## config.mk

```make
export PLATFORM = sky130hd
export DESIGN_NAME = cpu_mem_responder
export DESIGN_NICKNAME = d
export VERILOG_FILES = /design/src/rtl/cpu_mem_responder.sv
export SDC_FILE = /design/constraint.sdc
export NUM_CORES = 1
export LEC_CHECK = 0
export ABC_AREA = 1
export CAP_MARGIN = 0
export CORE_ASPECT_RATIO = 2
export CORE_UTILIZATION = 45
export CTS_CLUSTER_SIZE = 28
export DETAILED_ROUTE_END_ITERATION = 10
export GPL_ROUTABILITY_DRIVEN = 0
export PLACE_DENSITY_LB_ADDON = 0.15
export SLEW_MARGIN = 10
export SYNTH_ARGS = -nofsm -noshare
export SYNTH_HDL_FRONTEND = slang
export SYNTH_SLANG_ARGS = --single-unit
```

## constraint.sdc

```tcl
create_clock -name clk -period 2.95 [get_ports clk]
set_input_delay 0.4425 -clock clk [delete_from_list [all_inputs] [get_ports clk]]
set_output_delay 0.4425 -clock clk [all_outputs]
set_load 0.05 [all_outputs]
```

## src/rtl/cpu_mem_responder.sv

```systemverilog
// cpu_mem_responder: memory-side responder for a 6-bit-address / 8-bit-data CPU port.
// Holds a 64x8 unified store. A loader FSM (IDLE -> LOAD -> FLUSH) streams a byte
// image into the store over a valid/ready port and holds the CPU while it does so.
// Optional feature macro: LOAD_CHECKSUM_EN builds the mod-256 running sum on ld_sum;
// without it ld_sum is tied to zero and no adder exists.
module cpu_mem_responder #(
    parameter int ADDR_W = 6,
    parameter int DATA_W = 8
) (
    input  logic              clk,
    input  logic              reset,
    input  logic [ADDR_W-1:0] address,
    input  logic              memWr,
    input  logic [DATA_W-1:0] writedata,
    output logic [DATA_W-1:0] readdata,
    input  logic              ld_start,
    input  logic              ld_valid,
    input  logic [DATA_W-1:0] ld_data,
    output logic              ld_ready,
    output logic              cpu_hold,
    output logic              ld_done,
    output logic [ADDR_W:0]   ld_count,
    output logic [DATA_W-1:0] ld_sum
);

    localparam int DEPTH = 2 ** ADDR_W;
    // Saturation value of the byte counter (== depth) and the last store index.
    localparam logic [ADDR_W:0]   CNT_MAX  = {1'b1, {ADDR_W{1'b0}}};
    localparam logic [ADDR_W-1:0] PTR_LAST = {ADDR_W{1'b1}};

    typedef enum logic [1:0] {
        ST_IDLE  = 2'd0,
        ST_LOAD  = 2'd1,
        ST_FLUSH = 2'd2
    } state_t;

    state_t              r_state;
    state_t              w_next_state;
    logic [DATA_W-1:0]   r_mem [0:DEPTH-1];
    logic [ADDR_W-1:0]   r_ptr;
    logic [ADDR_W:0]     r_count;
    logic                w_ld_ready;
    logic                w_cpu_hold;
    logic                w_ld_done;
    logic                w_cpu_wr;
    logic                w_ld_xfer;
    logic                w_start_load;

    // Loader state register; reset returns to IDLE immediately, even mid-load.
    always_ff @(posedge clk or negedge reset) begin
        if (!reset) begin
            r_state <= ST_IDLE;
        end else begin
            r_state <= w_next_state;
        end
    end

    // Next-state and per-state strobes; CPU writes are only honoured in IDLE.
    always_comb begin
        w_next_state = r_state;
        w_ld_ready   = 1'b0;
        w_cpu_hold   = 1'b0;
        w_ld_done    = 1'b0;
        w_cpu_wr     = 1'b0;
        w_ld_xfer    = 1'b0;
        w_start_load = 1'b0;
        case (r_state)
            ST_IDLE: begin
                // A write coinciding with ld_start still completes on this edge.
                w_cpu_wr     = memWr;
                w_start_load = ld_start;
                if (ld_start) begin
                    w_next_state = ST_LOAD;
                end else begin
                    w_next_state = ST_IDLE;
                end
            end
            ST_LOAD: begin
                w_ld_ready = 1'b1;
                w_cpu_hold = 1'b1;
                w_ld_xfer  = ld_valid;
                if (ld_valid && (r_ptr == PTR_LAST)) begin
                    w_next_state = ST_FLUSH;
                end else begin
                    w_next_state = ST_LOAD;
                end
            end
            ST_FLUSH: begin
                w_cpu_hold   = 1'b1;
                w_ld_done    = 1'b1;
                w_next_state = ST_IDLE;
            end
            default: begin
                w_next_state = ST_IDLE;
            end
        endcase
    end

    // Store write port; contents are deliberately not reset so an image survives reset.
    always_ff @(posedge clk) begin
        if (w_ld_xfer) begin
            r_mem[r_ptr] <= ld_data;
        end else if (w_cpu_wr) begin
            r_mem[address] <= writedata;
        end
    end

    // Load pointer and saturating accepted-byte counter.
    always_ff @(posedge clk or negedge reset) begin
        if (!reset) begin
            r_ptr   <= {ADDR_W{1'b0}};
            r_count <= {(ADDR_W+1){1'b0}};
        end else if (w_start_load) begin
            r_ptr   <= {ADDR_W{1'b0}};
            r_count <= {(ADDR_W+1){1'b0}};
        end else if (w_ld_xfer) begin
            r_ptr <= r_ptr + {{(ADDR_W-1){1'b0}}, 1'b1};
            if (r_count < CNT_MAX) begin
                r_count <= r_count + {{ADDR_W{1'b0}}, 1'b1};
            end
        end
    end

`ifdef LOAD_CHECKSUM_EN
    logic [DATA_W-1:0] r_sum;

    // Mod-256 running sum of loaded bytes; held after the load until the next start.
    always_ff @(posedge clk or negedge reset) begin
        if (!reset) begin
            r_sum <= {DATA_W{1'b0}};
        end else if (w_start_load) begin
            r_sum <= {DATA_W{1'b0}};
        end else if (w_ld_xfer) begin
            r_sum <= r_sum + ld_data;
        end
    end

    assign ld_sum = r_sum;
`else
    assign ld_sum = {DATA_W{1'b0}};
`endif

    // Status outputs decode straight from the state flop; readdata is blanked under hold.
    assign ld_ready = w_ld_ready;
    assign cpu_hold = w_cpu_hold;
    assign ld_done  = w_ld_done;
    assign ld_count = r_count;
    assign readdata = w_cpu_hold ? {DATA_W{1'b0}} : r_mem[address];

endmodule

```

==> results of run 1 <==
-- Yosys cell counts (2+ instances only) --
| cell type | n |
|---|---|
| a21oi_1 | 13 |
| buf_2 | 39 |
| nand3_1 | 441 |
| nor4_1 | 8 |
| nand3_2 | 2 |
| nand4_1 | 9 |
| nand2_1 | 665 |
| buf_6 | 2 |
| mux2_2 | 8 |
| edfxtp_1 | 512 |
| clkbuf_1 | 36 |
| buf_1 | 17 |
| o21ai_0 | 9 |
| dfrtp_1 | 15 |
| nor3_1 | 4 |
| nor2_1 | 65 |
| ha_1 | 5 |
| buf_4 | 28 |
| inv_1 | 24 |
| o21ai_2 | 5 |
-- cell families (layout without fill, tap and decap cells) --
| logic type | count (synthesis) | after routing | share of synthesized area, % |
|---|---|---|---|
| buf+inv | 147 | 280 | 3.28 |
| compound gates | 31 | 31 | 0.890 |
| flops | 527 | 527 | 71.8 |
| fa+ha+maj | 5 | 5 | 0.285 |
| mux | 8 | 8 | 0.411 |
| other cells | 1 | 8 | 0.0171 |
| simple gates | 1198 | 1198 | 23.3 |
-- worst paths after layout --
check,depth (start not counted),end,start
setup / recovery,12,readdata[6],address[0]
hold / removal,1,ld_count[2]$_DFFE_PN0P_,reset
setup reg to reg,8,r_mem[37][2]$_DFFE_PP_,r_state[0]$_DFF_PN0_
hold reg to reg,1,ld_count[0]$_DFFE_PN0P_,ld_count[6]$_DFFE_PN0P_
max in group asynchronous,1,ld_count[4]$_DFFE_PN0P_,reset
min in group clk,1,ld_count[0]$_DFFE_PN0P_,ld_count[6]$_DFFE_PN0P_
-- routing by layer --
| metal | global-route usage [%] | vias to the layer above |
|---|---|---|
| li1 | - | 6917 |
| met1 | 27.7 | 7197 |
| met2 | 46.1 | 547 |
| met3 | 2.20 | 147 |
| met4 | 13.8 | 0 |
| met5 | 0 | - |
-- layout make-up --
type | count | share of cell area (%)
Clock buffer | 51 | 4.51
Clock inverter | 26 | 1.28
Inverter | 25 | 0.398
Multi-Input combinational cell | 1250 | 21.6
Sequential cell | 527 | 61.9
Tap cell | 638 | 3.13
Timing Repair Buffer | 178 | 7.23
-- flip-flops by register name, indices dropped and copies added (netlist names) --
register	flops
ld_count	7
r_mem	512
r_state	2
r_ptr	6
-- timing repair --
item | 4_1_cts | 5_1_grt
resized for setup | 0 | 2
setup endpoints to repair | 0 | 3
hold buffers | 0 | 0
hold endpoints to repair | 0 | 0
-- power by group --
part | switching [W] | internal, W | leakage, nW
Combinational | 0.00197 | 0.000835 | 3.87
Sequential | 0.000134 | 0.00865 | 4.79
Clock | 0.00260 | 0.00348 | 0.710
Total | 0.00471 | 0.0130 | 9.37
-- through the flow --
step	hold slack [ns]	utilization (%)	setup TNS, ns
after floorplan	0.147	-	-7.99
after global placement	0.514	49.7	0
after detailed placement	0.519	49.7	0
after CTS	0.318	52.8	0
after global routing	0.364	52.8	-0.00885
final	0.322	52.8	0
-- cell usage in the layout, fill, tap and decap left out, types with 2 or more instances in the layout --
cell and count:
buf_4 110, mux2_2 8, clkinv_1 10, ha_1 5, nor4_1 8, nor2_1 65, buf_12 32, nand3_2 2
clkdlybuf4s50_1 33, clkinvlp_4 3, conb_1 8, clkinv_2 5, a21oi_1 12, o21ai_2 5, nand3_1 441, clkbuf_1 6
nor3_1 4, nand4_1 9, edfxtp_1 512, dfrtp_1 15, nand2_1 665, inv_1 22, bufinv_16 8, o21ai_0 9
clkbuf_16 45
==> metrics.md, run 1 <==
| Metric | Value |
|---|---|
| WP buf/inv | `4` |
| Clock Tree Buf Depth | `3` |
| First-pass GRT wire length | `89800 um` |
| Routed wire length on met3 | `2840 um` |
| Mapped Area | `0.0219 mm^2` |
| FILL cells | `4249` |
| WL final | `59900 um` |
| Syn_area_per_cell | `11.4 um^2` |
| DP Worst Slack | `0.0423 ns` |
| DR WL/cell | `22.2 um` |
| Total Power | `0.0177 W` |
| Multi-input logic area | `0.00550 mm^2` |
| Placed instance count | `2618` |
| Routed vias | `14800` |
| Initial antenna violation count | `0` |
| Iteration-0 DRC Markers | `1127` |
| CP required | `2.51 ns` |
| # DRC | `0` |
| Synth Flop Type | `edfxtp_1` |
| Vias in the first global route | `14900` |
| Fin. max-slew vios | `0` |
| Synth top area share | `70.1%` |
| Number of port buffers | `44` |
| Vias per cell | `5.49` |
| Final nets | `2058` |
| DPL Wire Length | `38100 um` |
| Crit-path leading delay family | `buffers and inverters` |
| DIE AREA | `0.0497 mm^2` |
| Crit Path Category | `in2out` |
| DR WL met2 | `32700 um` |
| CORE AREA | `0.0482 mm^2` |
| Hold Fails Final Rpt | `0` |
| Antenna-violating nets left | `0` |
| Routed met1 length | `21100 um` |
| Row Count | `114` |
| P_leak | `9.37 nW` |
| Most numerous cell on the critical path | `nand3_1` |
| Ys Warns | `0` |
| DP Area | `0.0240 mm^2` |
| Worst EP arrival | `2.42 ns` |
| Clk root buf | `clkbuf_16` |
| Hold WC Path Type | `in2async` |
| Final setup viols | `0` |
| Worst Setup Slack, final | `0.0854 ns` |
| Seq/Total Area, Yosys | `71.8%` |
| Die W | `158 um` |
| Largest net degree at the start of global routing | `65` |
| Top layer in use | `met4` |
| Remaining Overflow, GRT | `0` |
| Max-Cap Viols | `0` |
| Netlist cell types | `30` |
| Clock skew | `0.0135 ns` |
| Measured slew at the worst slew-check pin | `0.812 ns` |
| Synth area leaders | `edfxtp_1, nand2_1, nand3_1` |
| Starting density of the core | `45.5%` |
| Post-CTS setup buffer count | `0` |
| H-tree depth | `2` |
| RSZ-0062 raised after global routing | `yes` |
| Crit-path cells | `buf_6 -> inv_6 -> buf_12 -> nand2_1 -> nand3_1 -> nand3_1 -> nand2_1 -> nand2_1 -> nand3_1 -> nand3_1 -> a21oi_1 -> buf_12` |
| Layout cells sized above 1 | `11.1%` |
| CP Launch Type | `input port` |
| Number of buffers created by CTS | `44` |
| Slew headroom | `45.7%` |
| Clock-pin slew on the worst setup and hold paths | `0.07 ns` |
| GRT Overall Usage | `25.0%` |
| Area delta synth->final | `16.1%` |
| Leading area contributor after synthesis | `edfxtp_1` |
| Achievable frequency | `349 MHz` |
| Height of the die | `314 um` |
| Register area | `0.0158 mm^2` |
| Status | `complete, no violations` |
| Post-synthesis register bit count | `527` |
| Worst vdd ir | `0.850 mV` |
| # IOs | `53` |
| Slowest cell on the critical path | `a21oi_1` |
| Asr flop ratio synth | `2.85%` |
| Non-Filler Instances | `2695` |
| Cells after synthesis | `1917` |
| Final Critical Period | `2.86 ns` |
| EDFF count, synth | `512` |
| Worst-Skew Late Latency | `0.56 ns` |
| Finished Cell Area | `0.0255 mm^2` |
| CTS tree | `done` |
| Period utilisation layout | `97.1%` |
| CP peak stage delay | `0.37 ns` |
| Worst setup EP type | `output pin` |
| # diodes | `0` |
| Router iterations before antenna repair | `7` |
| Max FO, Critical Path | `40` |
| Power Density | `694 mW/mm^2` |
| Reg-to-reg slack, setup | `0.30 ns` |
| CTS Sinks | `527` |
No activity file was read; power rests on OpenSTA's default activity.
==> inputs of run 2 (changes only) <==
CELL_PAD_IN_SITES_DETAIL_PLACEMENT = 1   (was default)
CELL_PAD_IN_SITES_GLOBAL_PLACEMENT = 1   (was default)
CORE_MARGIN = 10   (was default)
==> metrics.md, run 2 (synthesized netlist as in run 1, its figures left out) <==
| Metric | Value |
|---|---|
| Placed instance count | `2628 (+0.38%)` |
| Period utilisation layout | `96.8% (-0.31 points)` |
| Fin. max-slew vios | `0 (unchanged)` |
| Vias in the first global route | `16600 (+11%)` |
| Starting density of the core | `45.4% (-0.13 points)` |
| CP Launch Type | `input port` |
| Launch point of the critical path | `address[0]` |
| Max FO, Critical Path | `23 (-43%)` |
| Gate power share | `16.5% (+0.6 points)` |
| Crit Reg-Reg Endpoint | `r_mem[42][5]$_DFFE_PP_` |
| Clock-pin slew on the worst setup and hold paths | `0.07 ns (about the same)` |
| DIE AREA | `0.0585 mm^2 (+18%)` |
| Switching part of the total | `27.2% (+0.57 points)` |
| Status | `complete, no violations` |
| DP Area | `0.0241 mm^2 (+0.32%)` |
| Hold Fails Final Rpt | `0 (unchanged)` |
| Worst EP arrival | `2.41 ns (about the same)` |
| Clk network pwr share | `34.5% (about the same)` |
| H-tree depth | `2 (unchanged)` |
| Most flops, register | `r_mem` |
| # IOs | `53 (unchanged)` |
| Initial antenna violation count | `0 (unchanged)` |
| Layout cells sized above 1 | `12.2% (+1.1 points)` |
| CORE AREA | `0.0484 mm^2 (+0.30%)` |
| Achievable frequency | `350 MHz (+0.32%)` |
| Worst-Skew Late Latency | `0.58 ns (+0.02 ns)` |
| Height of the die | `332 um (+5.7%)` |
| Die W | `176 um (+11%)` |
| Max FFs per register | `512 (unchanged)` |
| Worst setup path endpoint | `readdata[7]` |
| Sequential share of power | `49.0% (-0.7 points)` |
| Final nets | `2070 (+0.58%)` |
| Most frequent cells in the layout | `nand2_1, edfxtp_1, nand3_1, buf_4, nor2_1` |
| Crit Path Category | `in2out` |
| NetSw | `0.00488 W (+3.7%)` |
| Worst setup EP type | `output pin` |
| DR WL/cell | `24.6 um (+11%)` |
| Largest net degree at the start of global routing | `65 (unchanged)` |
| Final hold slack | `0.311 ns (-0.0117 ns)` |
| Clock Tree Buf Depth | `3 (unchanged)` |
| Area delta synth->final | `16.9%` |
| DPL Wire Length | `42800 um (+12%)` |
| FILL cells | `5009 (+18%)` |
| Routed vias | `15200 (+2.7%)` |
| Finished Cell Area | `0.0256 mm^2 (+0.70%)` |
| CTS Sinks | `527 (unchanged)` |
| Final Critical Period | `2.86 ns (-0.00908 ns)` |
| Worst vdd ir | `0.529 mV (-38%)` |
| Non-Filler Instances | `2711 (+0.59%)` |
| P_leak | `9.46 nW (+0.96%)` |
| Reg-to-Reg Start | `r_state[1]$_DFF_PN0_` |
| Row Count | `114 (unchanged)` |
| Router iterations before antenna repair | `5 (-2)` |
| Clk root buf | `clkbuf_16` |
| CP required | `2.51 ns (about the same)` |
| Commonest non-fill, non-tap cell in the layout | `nand2_1` |
| GRT Overall Usage | `22.8% (-2.2 points)` |
| Iteration-0 DRC Markers | `1016 (-9.8%)` |
| Number of buffers created by CTS | `46 (+4.5%)` |
| RSZ-0062 raised after global routing | `yes` |
| First-pass GRT wire length | `100000 um (+12%)` |
| # DRC | `0 (unchanged)` |
| Reg-to-reg slack, setup | `0.12 ns (-0.18 ns)` |
| Remaining Overflow, GRT | `0 (unchanged)` |
| Power Density | `700 mW/mm^2 (+0.85%)` |
| Worst R2R Path Depth | `10 (+2)` |
| # hold bufs at CTS | `0 (unchanged)` |
| Hold WC Path Type | `in2async` |
| WL final | `66700 um (+11%)` |
| Measured slew at the worst slew-check pin | `0.766 ns (-0.0458 ns)` |
| Max-Cap Viols | `0 (unchanged)` |
| Antenna-violating nets left | `0 (unchanged)` |
| CTS tree | `done` |
| Final setup viols | `0 (unchanged)` |
| Clock skew | `0.0148 ns (+0.00134 ns)` |
| Power Internal | `0.0131 W (+0.77%)` |
| Number of port buffers | `44 (unchanged)` |
| # diodes | `0 (unchanged)` |
| Vias per cell | `5.61 (+2.1%)` |
| Slew headroom | `48.8% (+3.1 points)` |
## run 2: cell types whose count changed in the layout (fill, tap and decap cells not counted), sizes merged
cell | previous run | this run
bufinv | 8 | 4
buf | 145 | 154
clkinv | 15 | 14
dlymetal6s2s | 0 | 1
clkdlybuf4s50 | 33 | 32
clkinvlp | 3 | 0
clkbuf | 51 | 66
## run 2: stage by stage
stage                     util [%]  TNS, ns  power, W  setup WS, ns
after floorplan                  -    -7.99    0.0104        -0.125
after global placement        49.8    -4.16    0.0118        -0.233
after detailed placement      49.8    -8.81    0.0119        -0.292
after CTS                     52.9        0    0.0181       0.00607
after global routing          53.0   -0.742    0.0186       -0.0573
final                         53.0        0    0.0180        0.0945
## run 2: how the worst min path moves through the flow
stage                              endpoint  slack (ns)  depth (start not counted)
global placement    ld_count[0]$_DFFE_PN0P_        0.51                          1
CTS                 ld_count[6]$_DFFE_PN0P_        0.30                          1
finish              ld_count[6]$_DFFE_PN0P_        0.31                          1
detailed placement  ld_count[0]$_DFFE_PN0P_        0.51                          1
global route        ld_count[6]$_DFFE_PN0P_        0.33                          1
floorplan           ld_count[0]$_DFFE_PN0P_        0.15                          0
## run 2: critical path, stage by stage
cell      delay [ns]
clkbuf_8        0.14
buf_12          0.17
buf_4           0.28
buf_4           0.18
nand2_1         0.10
nand3_1         0.10
nand3_1         0.06
nand2_1         0.09
nand2_1         0.06
nand3_1         0.13
nand3_1         0.08
a21oi_1         0.23
buf_4           0.17
buf_12          0.12
## run 2: power groups by stage
stage / Combinational, W / Sequential, W / Clock (W)
after floorplan: 0.00140 / 0.00904 / 0
final: 0.00296 / 0.00880 / 0.00620
after global routing: 0.00319 / 0.00883 / 0.00658
after global placement: 0.00286 / 0.00894 / 0
after CTS: 0.00297 / 0.00880 / 0.00630
after detailed placement: 0.00294 / 0.00896 / 0
## run 2: layer usage
metal	wire, um	track usage, %	part of all wire, %	up-vias
li1	-	-	-	6930
met1	23500	23.7	35	7744
met2	37200	43.1	56	382
met3	2200	2.54	3.3	157
met4	3740	12.3	5.6	0
met5	0	0	0	-
## run 2: final cells by class
type	instances	area (um^2)	area share, %
Clock buffer	65	1350	5.25
Multi-Input combinational cell	1250	5530	21.6
Clock inverter	18	186	0.727
Timing Repair Buffer	188	1930	7.52
Inverter	25	101	0.395
Tap cell	638	798	3.11
Sequential cell	527	15800	61.4
## run 2: timing repair
action,CTS,global route
hold endpoints to repair,0,0
setup endpoints to repair,16,60
gates resized for setup,2,12
buffers inserted,0,0
==> inputs of run 3 (changes only) <==
CTS_CLUSTER_DIAMETER = 30   (was default)
==> metrics.md, run 3 (synthesized netlist as in run 1, its figures left out) <==
| Metric | Value |
|---|---|
| Hold Fails Final Rpt | `0 (unchanged)` |
| Worst vdd ir | `0.544 mV (+2.7%)` |
| CTS tree | `done` |
| CP Launch Type | `input port` |
| DIE AREA | `0.0585 mm^2 (unchanged)` |
| Measured slew at the worst slew-check pin | `0.748 ns (-0.0177 ns)` |
| Number of port buffers | `44 (unchanged)` |
| Most frequent cells in the layout | `nand2_1, edfxtp_1, nand3_1, buf_4, clkbuf_16` |
| Initial antenna violation count | `0 (unchanged)` |
| Clock-pin slew on the worst setup and hold paths | `0.06 ns (about the same)` |
| Worst EP arrival | `2.51 ns (+0.10 ns)` |
| Layout cells sized above 1 | `13.8% (+1.7 points)` |
| Slew headroom | `50.0% (+1.2 points)` |
| Fin. max-slew vios | `0 (unchanged)` |
| Iteration-0 DRC Markers | `957 (-5.8%)` |
| Worst-Skew Late Latency | `0.60 ns (+0.02 ns)` |
| Crit Path Category | `in2out` |
| Clock skew | `0.0231 ns (+0.00825 ns)` |
| Worst setup EP type | `output pin` |
| Largest net degree at the start of global routing | `65 (unchanged)` |
| CP required | `2.51 ns (about the same)` |
| Worst R2R Path Depth | `11 (+1)` |
| Starting density of the core | `45.4% (unchanged)` |
| DPL Wire Length | `42800 um (unchanged)` |
| Register area | `0.0158 mm^2 (unchanged)` |
| Vias per cell | `5.60 (-0.22%)` |
| Launch point of the critical path | `address[0]` |
| P_leak | `9.84 nW (+4.0%)` |
| # DRC | `0 (unchanged)` |
| Max FO, Critical Path | `20 (-13%)` |
| Router iterations before antenna repair | `4 (-1)` |
| Failing checks | `setup timing` |
| Crit Reg-Reg Endpoint | `r_mem[42][0]$_DFFE_PP_` |
| Final setup viols | `1 (+1)` |
| First-pass GRT wire length | `101000 um (+0.73%)` |
| FILL cells | `4963 (-0.92%)` |
| Antenna-violating nets left | `0 (unchanged)` |
| Reg-to-Reg Start | `r_state[1]$_DFF_PN0_` |
| GRT Overall Usage | `23.1% (+0.31 points)` |
| Achievable frequency | `338 MHz (-3.4%)` |
| Period utilisation layout | `100% (+3.4 points)` |
| Remaining Overflow, GRT | `0 (unchanged)` |
| CTS Sinks | `527 (unchanged)` |
| Reg-to-reg slack, setup | `0.27 ns (+0.15 ns)` |
| CORE AREA | `0.0484 mm^2 (unchanged)` |
| Final nets | `2090 (+0.97%)` |
| # diodes | `0 (unchanged)` |
| RSZ-0062 raised after global routing | `yes` |
| Status | `complete, but fails checks` |
| Final Critical Period | `2.96 ns (+0.101 ns)` |
| DP Worst Slack | `-0.292 ns (unchanged)` |
| Hold WC Path Type | `in2async` |
| Number of buffers created by CTS | `66 (+43%)` |
| Max-Cap Viols | `0 (unchanged)` |
| Row Count | `114 (unchanged)` |
| Max FFs per register | `512 (unchanged)` |
| Non-Filler Instances | `2747 (+1.3%)` |
| H-tree depth | `3 (+1)` |
| # IOs | `53 (unchanged)` |
| Die W | `176 um (unchanged)` |
| Most flops, register | `r_mem` |
| Clock Tree Buf Depth | `3 (unchanged)` |
| Worst Setup Slack, final | `-0.00620 ns (-0.101 ns)` |
| WL final | `67400 um (+0.97%)` |
| Vias in the first global route | `16800 (+1.6%)` |
| Height of the die | `332 um (unchanged)` |
| Power Density | `766 mW/mm^2 (+9.5%)` |
| Area delta synth->final | `20.6%` |
| DR WL/cell | `24.5 um (-0.35%)` |
| Multi-input logic area | `0.00557 mm^2 (+0.59%)` |
| Worst setup path endpoint | `readdata[1]` |
| Routed vias | `15400 (+1.1%)` |
| # hold bufs at CTS | `0 (unchanged)` |
| Placed instance count | `2628 (unchanged)` |
| Commonest non-fill, non-tap cell in the layout | `nand2_1` |
| Clk root buf | `clkbuf_16` |
| Final TNS setup | `-0.00620 ns (-0.00620 ns)` |
## run 3: cell count changes in the layout (fill, tap and decap cells not counted), sizes merged
cell and change:
bufinv +3, clkbuf +13, clkinv +1, clkinvlp +6, dlygate4sd2 +1, dlymetal6s2s -1
inv +13
## run 3: area by class of cell
cell class | instances | share of cell area (%)
multi-input combinational | 1250 | 21.0
tap | 638 | 3.02
clock buffer | 78 | 6.97
clock inverter | 41 | 1.85
timing repair buffer | 188 | 7.26
inverter | 25 | 0.383
sequential | 527 | 59.5
## run 3: per-stage QoR
step | instance area, um^2 | power (W) | utilization, % | hold slack [ns]
2_1_floorplan | 22000 | 0.0104 | - | 0.147
3_3_place_gp | 24100 | 0.0118 | 49.8 | 0.511
3_5_place_dp | 24100 | 0.0119 | 49.8 | 0.510
4_1_cts | 26400 | 0.0204 | 54.6 | 0.283
5_1_grt | 26500 | 0.0210 | 54.7 | 0.314
6_report | 26500 | 0.0203 | 54.7 | 0.284
## run 3: worst min-delay path by stage
stage,start,end,depth (start not counted),slack (ns)
after detailed placement,ld_count[6]$_DFFE_PN0P_,ld_count[0]$_DFFE_PN0P_,1,0.51
after global routing,reset,ld_count[6]$_DFFE_PN0P_,1,0.31
after floorplan,reset,ld_count[0]$_DFFE_PN0P_,0,0.15
final,reset,ld_count[6]$_DFFE_PN0P_,1,0.28
after CTS,reset,ld_count[1]$_DFFE_PN0P_,1,0.28
after global placement,ld_count[6]$_DFFE_PN0P_,ld_count[0]$_DFFE_PN0P_,1,0.51
## run 3: routing by layer
metal  wire, um  vias to the layer above  global-route usage [%]  share of wire (%)
met2      37400                      395                    43.3                 56
met1      23700                     7811                    23.3                 35
met5          0                        -                       0                  0
met3       2380                      173                    3.18                3.5
li1           -                     7002                       -                  -
met4       3940                        0                    14.1                5.8
## run 3: repair_timing
action | in CTS | in global routing
pin swaps | 0 | 0
setup endpoints to repair | 17 | 57
gates resized for setup | 3 | 13
buffers inserted | 0 | 0
## run 3: power by group
part | internal [W] | switching, W | leakage [nW] | total (W)
logic | 0.000891 | 0.00210 | 3.91 | 0.00299
registers | 0.00866 | 0.000146 | 4.79 | 0.00880
clock network | 0.00519 | 0.00331 | 1.13 | 0.00849
total | 0.0147 | 0.00555 | 9.84 | 0.0203
## run 3: critical path: stages
cell and delay [ns]:
clkbuf_8 0.14, inv_6 0.18, buf_4 0.29, nand2_1 0.10, nand3_1 0.09, nand3_1 0.20, nand2_1 0.14, nand2_1 0.06
nand3_1 0.08, nand3_1 0.14, a21oi_1 0.32, buf_4 0.18, buf_12 0.13
